**config.mk**
```make
export PLATFORM = sky130hd
export DESIGN_NAME = hazard
export DESIGN_NICKNAME = d
export VERILOG_FILES = /design/src/rtl/hazard_pkg.sv /design/src/rtl/hazard_div_stall_fsm.sv /design/src/rtl/hazard.sv
export SDC_FILE = /design/constraint.sdc
export NUM_CORES = 1
export LEC_CHECK = 0
export BUFFER_PORTS_ARGS = -buffer_cell sky130_fd_sc_hd__clkbuf_2
export CORE_MARGIN = 4
export CORE_UTILIZATION = 40
export CTS_CLUSTER_SIZE = 24
export DETAILED_ROUTE_END_ITERATION = 12
export GPL_TIMING_DRIVEN = 0
export PLACE_DENSITY_LB_ADDON = 0.3
export SLEW_MARGIN = 20
export SYNTH_ARGS = -nofsm -noshare
export SYNTH_HDL_FRONTEND = slang
export SYNTH_SLANG_ARGS = --single-unit
```
**constraint.sdc**
```tcl
create_clock -name clk -period 1.3 [get_ports clk]
set_input_delay 0 -clock clk [delete_from_list [all_inputs] [get_ports clk]]
set_output_delay 0 -clock clk [all_outputs]
set_load 0.03 [all_outputs]
```
**src/rtl/hazard_pkg.sv**
```systemverilog
// Shared definitions for the pipeline hazard unit: divide FSM states,
// divide timing and forwarding mux select encodings.
package hazard_pkg;

  localparam int unsigned DIV_CYCLES = 32;
  localparam int unsigned CNT_W      = $clog2(DIV_CYCLES);
  localparam logic [CNT_W-1:0] DIV_LAST = CNT_W'(DIV_CYCLES - 1);

  typedef enum logic [1:0] {
    DIV_IDLE = 2'b00,
    DIV_BUSY = 2'b01,
    DIV_DONE = 2'b10
  } div_state_t;

  typedef enum logic [1:0] {
    FWD_RF  = 2'b00,
    FWD_WB  = 2'b01,
    FWD_MEM = 2'b10
  } fwd_sel_t;

  // Memory wins over Writeback because it holds the younger result.
  // Register 0 is hardwired to zero and is never forwarded.
  function automatic fwd_sel_t fwd_select(
    input logic [4:0] src,
    input logic [4:0] wreg_m,
    input logic       wen_m,
    input logic [4:0] wreg_w,
    input logic       wen_w
  );
    if (src != 5'd0 && src == wreg_m && wen_m)      return FWD_MEM;
    else if (src != 5'd0 && src == wreg_w && wen_w) return FWD_WB;
    else                                            return FWD_RF;
  endfunction

endpackage

```
**src/rtl/hazard_div_stall_fsm.sv**
```systemverilog
// Multi-cycle divider sequencer: holds the front of the pipeline for the
// divide's duration and pulses done for one cycle when the result is ready.
module div_stall_fsm
  import hazard_pkg::*;
(
  input  logic clk,
  input  logic rst,
  input  logic div_start,
  output logic div_stall,
  output logic busy,
  output logic done
);

  div_state_t       state, state_next;
  logic [CNT_W-1:0] cnt, cnt_next;

  // NOTE: sequential state uses non-blocking assignments so every flop
  // samples pre-edge values regardless of process ordering.
  always_ff @(posedge clk or posedge rst) begin
    if (rst) begin
      state <= DIV_IDLE;
      cnt   <= '0;
    end else begin
      state <= state_next;
      cnt   <= cnt_next;
    end
  end

  // NOTE: defaults first so no path through the case leaves a variable
  // unassigned, which would otherwise infer a latch.
  always_comb begin
    state_next = state;
    cnt_next   = cnt;
    unique case (state)
      DIV_IDLE: begin
        if (div_start) begin
          state_next = DIV_BUSY;
          cnt_next   = '0;
        end
      end
      DIV_BUSY: begin
        cnt_next = cnt + CNT_W'(1);
        if (cnt == DIV_LAST) state_next = DIV_DONE;
      end
      DIV_DONE: state_next = DIV_IDLE;
      default:  state_next = DIV_IDLE;
    endcase
  end

  // The start cycle itself stalls, so a divide costs DIV_CYCLES + 1 stalls.
  assign div_stall = ((state == DIV_IDLE) && div_start) || (state == DIV_BUSY);
  assign busy      = (state == DIV_BUSY);
  assign done      = (state == DIV_DONE);

endmodule

```
**src/rtl/hazard.sv**
```systemverilog
// Five-stage pipeline hazard unit: operand forwarding, load-use and branch
// interlocks, and the stall/flush control around a multi-cycle divider.
module hazard
  import hazard_pkg::*;
(
  input  logic       clk,
  input  logic       rst,
  input  logic [4:0] rsD,
  input  logic [4:0] rtD,
  input  logic       branchD,
  input  logic [4:0] rsE,
  input  logic [4:0] rtE,
  input  logic [4:0] writeregE,
  input  logic       regwriteE,
  input  logic       memtoregE,
  input  logic [4:0] writeregM,
  input  logic       regwriteM,
  input  logic       memtoregM,
  input  logic [4:0] writeregW,
  input  logic       regwriteW,
  input  logic       divstartE,
  output logic       stallF,
  output logic       stallD,
  output logic       stallE,
  output logic       flushE,
  output logic       forwardAD,
  output logic       forwardBD,
  output logic [1:0] forwardAE,
  output logic [1:0] forwardBE,
  output logic       divbusy,
  output logic       divdoneE
);

  logic lwstall;
  logic branchstall;
  logic divstall;

  assign forwardAE = fwd_select(rsE, writeregM, regwriteM, writeregW, regwriteW);
  assign forwardBE = fwd_select(rtE, writeregM, regwriteM, writeregW, regwriteW);

  // Decode comparator only taps the Memory stage; Writeback goes through
  // the register file's write-before-read.
  assign forwardAD = (rsD != 5'd0) && (rsD == writeregM) && regwriteM;
  assign forwardBD = (rtD != 5'd0) && (rtD == writeregM) && regwriteM;

  assign lwstall = memtoregE && ((rsD == rtE) || (rtD == rtE));

  assign branchstall = branchD &&
                       ((regwriteE && ((writeregE == rsD) || (writeregE == rtD))) ||
                        (memtoregM && ((writeregM == rsD) || (writeregM == rtD))));

  div_stall_fsm u_div (
    .clk       (clk),
    .rst       (rst),
    .div_start (divstartE),
    .div_stall (divstall),
    .busy      (divbusy),
    .done      (divdoneE)
  );

  assign stallF = lwstall || branchstall || divstall;
  assign stallD = stallF;
  assign stallE = divstall;
  // A running divide owns Execute: the bubble is deferred until it drains.
  assign flushE = (lwstall || branchstall) && !divstall;

endmodule

```
======== Word level (Yosys, flattened, before mapping) ========
Cells that the tools add are included.
word-level totals
  register bits ........................... 7
  output and inout bits ................... 12
operators by class
  $add $sub $neg .......................... 1
  equality and inequality tests ........... 17
  multiplexer cells ....................... 9
  reduce and logical (&&, ||, !) cells .... 34
operator list
  operator                                               number
  equality test 5 bit                                    12
  nonzero test 5 bit                                     4
  logical AND 1 bit                                      18
  one-hot mux 5 bit (2 select lines)                     1
  2-to-1 mux 2 bit                                       4
  logical OR 1 bit                                       7
  adder 5 x 1 -> 5 bit, second input constant            1
  equality test 5 bit, second input constant             1
  2-to-1 mux 5 bit                                       1
  one-hot mux 2 bit (2 select lines)                     1
  AND reduction 2 bit                                    2
  equality test 2 x 1 -> 1 bit, second input constant    1
  equality test 2 bit, second input constant             1
  logical NOT 2 bit                                      1
  2-to-1 mux 1 bit                                       2
  inequality test 2 x 1 -> 1 bit, second input constant  1
  inequality test 2 bit, second input constant           1
  nonzero test 2 bit                                     1
  logical NOT 1 bit                                      1

======== Logic depth before layout (Yosys ltp) ========
  word-level depth ........................ 7
  depth in mapped cells ................... 7

======== By module ========
A second synthesis with hierarchy kept.
unflattened totals
  cell total of the unflattened synthesis .. 127
  area total of the unflattened synthesis .. 1047.3 um2
by module, submodules not included
  module         times used  cells an instance  area an instance (um2)  seq. area each (um2)
  hazard         1           97                 719.4                   0.0
  div_stall_fsm  1           30                 327.8                   175.2

======== Least setup slack after synthesis ========
OpenSTA, ideal clock, no wires.
  path type ............................... input port to output port
  start point ............................. input rsE[1]
  end point ............................... output forwardAE[0]
  arrival time ............................ 1.830 ns
  slack ................................... -0.530 ns
  cell stages on the path ................. 4
  path buffers ............................ 0
  path through ............................ or4_1 -> nor2_1 -> nor4_1 -> nor4_1
on the way
  cells in the longest elaborated chain, start to end .. 5
  elaborated cells on any way between the ends .. 9
RTL lines
  item                                                       RTL line                            RTL
  start, declared                                            hazard.sv:11                        input logic [4:0] rsE,
  equality test 5 bit or nonzero test 5 bit (tied branches)  hazard_pkg.sv:31, hazard_pkg.sv:30
  logical AND 1 bit (2 in series)                            hazard_pkg.sv:31                    else if (src != 5'd0 && src == wreg_w && wen_w) return FWD_WB;
  2-to-1 mux 1 bit                                           hazard_pkg.sv:31
  2-to-1 mux 2 bit *                                         hazard_pkg.sv:30                    if (src != 5'd0 && src == wreg_m && wen_m) return FWD_MEM;
  end, declared                                              hazard.sv:28                        output logic [1:0] forwardAE,
Mark *: on every way between the ends. The rest lies on a longest branch, timed or not.

======== Final worst setup path ========
  start point ............................. register u_div.cnt[0]
  end point ............................... register u_div.cnt[4]
on the way
  cells in the longest elaborated chain, start to end .. 2
RTL lines
  item                                RTL line                    RTL
  start, declared                     hazard_div_stall_fsm.sv:15  logic [CNT_W-1:0] cnt, cnt_next;
  start signal, assigned              hazard_div_stall_fsm.sv:25  cnt <= cnt_next;
  adder 5 x 1 -> 5 bit                hazard_div_stall_fsm.sv:42  cnt_next = cnt + CNT_W'(1);
  one-hot mux 5 bit (2 select lines)  hazard_div_stall_fsm.sv:34  unique case (state)
No other way between the ends.
A chain may end at the register's enable or synchronous reset.

==> results.toml <==
[placement]
pre_cts_ws_ns = -0.156
dp_hpwl_um = 2520
place.gp.congestion = 0.875
io_buffers = 50
placedInstanceArea_mm2 = 0.00141

[timing]
worstMarginPinSlew_ns = 0.467
rsz0062_at_grt = "true"
maxSlewViolCount = 0
fin_crit_ns = 1.27
finalCritPeriodShare_pct = 97.9
skew_ns = 0.00235
final.setup.worst_slack_ns = 0.0272
fmax_mhz = 786
hold_viol = 0
finalSetupViolCount = 0
slew_headroom_pct = 68.6

[critical_path]
r2r_slack_ns = 0.03
ff2ff_path_depth = 4
r2r_end = "u_div.cnt[4]$_DFFE_PP0P_"
max_stage_delay_ns = 0.41
cp_cell_sequence = "ha_2 > and3_4 > ha_4 > a22o_1"
r2r-start = "u_div.cnt[0]$_DFFE_PP0P_"
crit_path_start_kind = "flop"
critical-path-top-delay-family = "flip-flops"
endpoint_kind = "flop"
crit_buf_inv = 0
cp_num_cells = 4
critPathRequiredTime_ns = 1.45
crit_type = "reg2reg"
path_max_fanout = 4
crit_slowest_cell = "dfrtp_1"
arrival_ns = 1.42

[final_layout]
layout_common_cells = "clkbuf_2 (42), xnor2_1 (32), xor2_1 (18), buf_4 (10), nand2_1 (8)"
nFillCells = 221
final_cell_area_mm2 = 0.00163
num-nets-final = 239
area_growth_pct = 55.9
final_common_cell = "clkbuf_2"
drive_gt1_share_pct = 44.8
antennaDiodeCount = 0

[logic_synthesis]
ys_async_sr_fraction_pct = 100
synth_top_family_by_area = "XOR/XNOR gates"
yosysWarnings = 0
synth_edf_count = 0
syn_nets = 175
synthCells = 129
yosysUniqueCellTypes = 31
synth_compound_area_share_pct = 8.39
synth_flop_cell = "dfrtp_1"
synth-seq-area-share_pct = 16.8
synth-seq-cells = 7
syn_area_mm2 = 0.00104
avgSynthCellArea_um2 = 8.09
yosys.area_share.simple_pct = 25.4
synth_adder_area_share_pct = 2.40
synth_xor_area_share_pct = 42.0
synthMuxAreaShare_pct = 0

[cts]
insertion_delay_ns = 0.26
htree_levels = 1
cts_buffer_depth = 2
root_buffer = "clkbuf_4"
cts_tree = "yes"
cts.sinks = 7
path_clk_slew_ns = 0.06
numCtsBuffers = 3

[routing]
drtAntennaViolNets = 0
viasPerCell = 5.27
drc = 0
wirelength_um = 3120
drt_iter0_drc = 26
dr.pass1.iters = 4
num_vias = 1170
wl_per_cell_um = 14.0

[floorplan]
dieArea_mm2 = 0.00349
start_util_pct = 42.1
io_pins = 56
core_mm2 = 0.00248
die_h_um = 59.1
fp.dieW_um = 59.1
num_rows = 18

[global_routing]
grt_max_degree = 8
gr-total-overflow = 0
grt_first_pass_wirelength_um = 5200
antenna_found_initial = 0
grt_pass1_vias = 1251
grt_usage_pct = 18.9

[run_status]
status = "finished, final reports clean"

[run]
drv_cap = 0

[power]
p_leak_uw = 0.000697
finalPower_uw = 1470
p_per_area_mw_per_mm2 = 903
max-vdd-ir-drop_v = 0.000620

[hold_path]
hold_class = "in2async"
## layer usage
| metal | track usage, % | vias to the layer above | part of all wire [%] |
|---|---|---|---|
| met1 | 20.3 | 548 | 39 |
| met5 | 0 | - | 0 |
| li1 | - | 573 | - |
| met4 | 4.85 | 0 | 1.3 |
| met2 | 38.2 | 40 | 54 |
| met3 | 2.18 | 9 | 5.7 |
## cell usage after synthesis (2+ instances only)
cell type  instances  share of area, %
nor4_1             2               1.2
nor3_1             5               2.4
nand4_1            6               3.6
and3_1             3               1.8
xnor2_1           32                27
nor4_2             2               2.4
dfrtp_1            7                17
inv_1              3               1.1
or4_1              3               2.2
a21oi_1            2              0.96
o21ai_0            5               2.4
xor2_1            18                15
a22o_1             3               2.5
nor2_1             7               2.5
ha_1               2               2.4
buf_2              3               1.4
nand2_1            8               2.9
nand3_1            4               1.9
clkbuf_1           2              0.72
## per-stage QoR
step	setup TNS [ns]	std cells	hold WS, ns	utilization (%)
6_report	0	222	0.199	65.7
5_1_grt	-0.0445	222	0.232	65.7
4_1_cts	-0.0198	218	0.194	63.3
3_5_place_dp	-0.513	209	-0.0717	57.0
3_3_place_gp	-0.358	209	-0.0827	57.0
2_1_floorplan	-0.123	129	-0.197	-
## registers in the layout, indices dropped and copies added, names as in the netlist
name and flops:
u_div.cnt 5, u_div.state 2
## worst reg2reg max path: cells and delay by family (launching register included)
family	cells	cell delay [ns]
flip-flops	1	0.41
AO/OA/AOI/OAI	1	0.19
AND/OR/NAND/NOR	1	0.17
adder cells (fa/ha/maj)	2	0.39
## power by group
group	internal, uW	switching (uW)
Sequential	310	84.5
Clock	113	95.3
Combinational	439	428
## worst max-delay path by stage
stage | from | slack (ns) | end
finish | u_div.cnt[0]$_DFFE_PP0P_ | 0.03 | u_div.cnt[4]$_DFFE_PP0P_
global route | rtE[2] | -0.03 | forwardBE[0]
CTS | u_div.state[1]$_DFFE_PP0P_ | -0.02 | divbusy
detailed placement | rsE[1] | -0.16 | forwardAE[0]
global placement | rsE[1] | -0.13 | forwardAE[0]
floorplan | rsE[1] | -0.07 | forwardAE[0]
## cells by family after synthesis
group                    Yosys count
flip-flops                         7
buffers and inverters             10
XOR/XNOR                          50
adder cells (fa/ha/maj)            2
AND/OR/NAND/NOR                   46
AO/OA/AOI/OAI                     14
## final cells by class
type | count | area [um2] | share of cell area [%]
inverters | 3 | 13.8 | 0.846
repair buffers | 61 | 395 | 24.3
well taps | 30 | 37.5 | 2.31
plain buffers | 5 | 51.3 | 3.15
clock inverters | 1 | 5.00 | 0.308
flip-flops and latches | 7 | 175 | 10.8
multi-input cells | 112 | 926 | 56.9
clock buffers | 3 | 22.5 | 1.38
## timing repair
action	CTS	global route
cloned	0	0
hold buffers	1	0
setup buffers	5	5
endpoints found under the hold margin	7	0
setup endpoints to repair	9	12
gates resized for setup	20	18
pin swaps	6	4
Power figures use the tool's default switching activity.
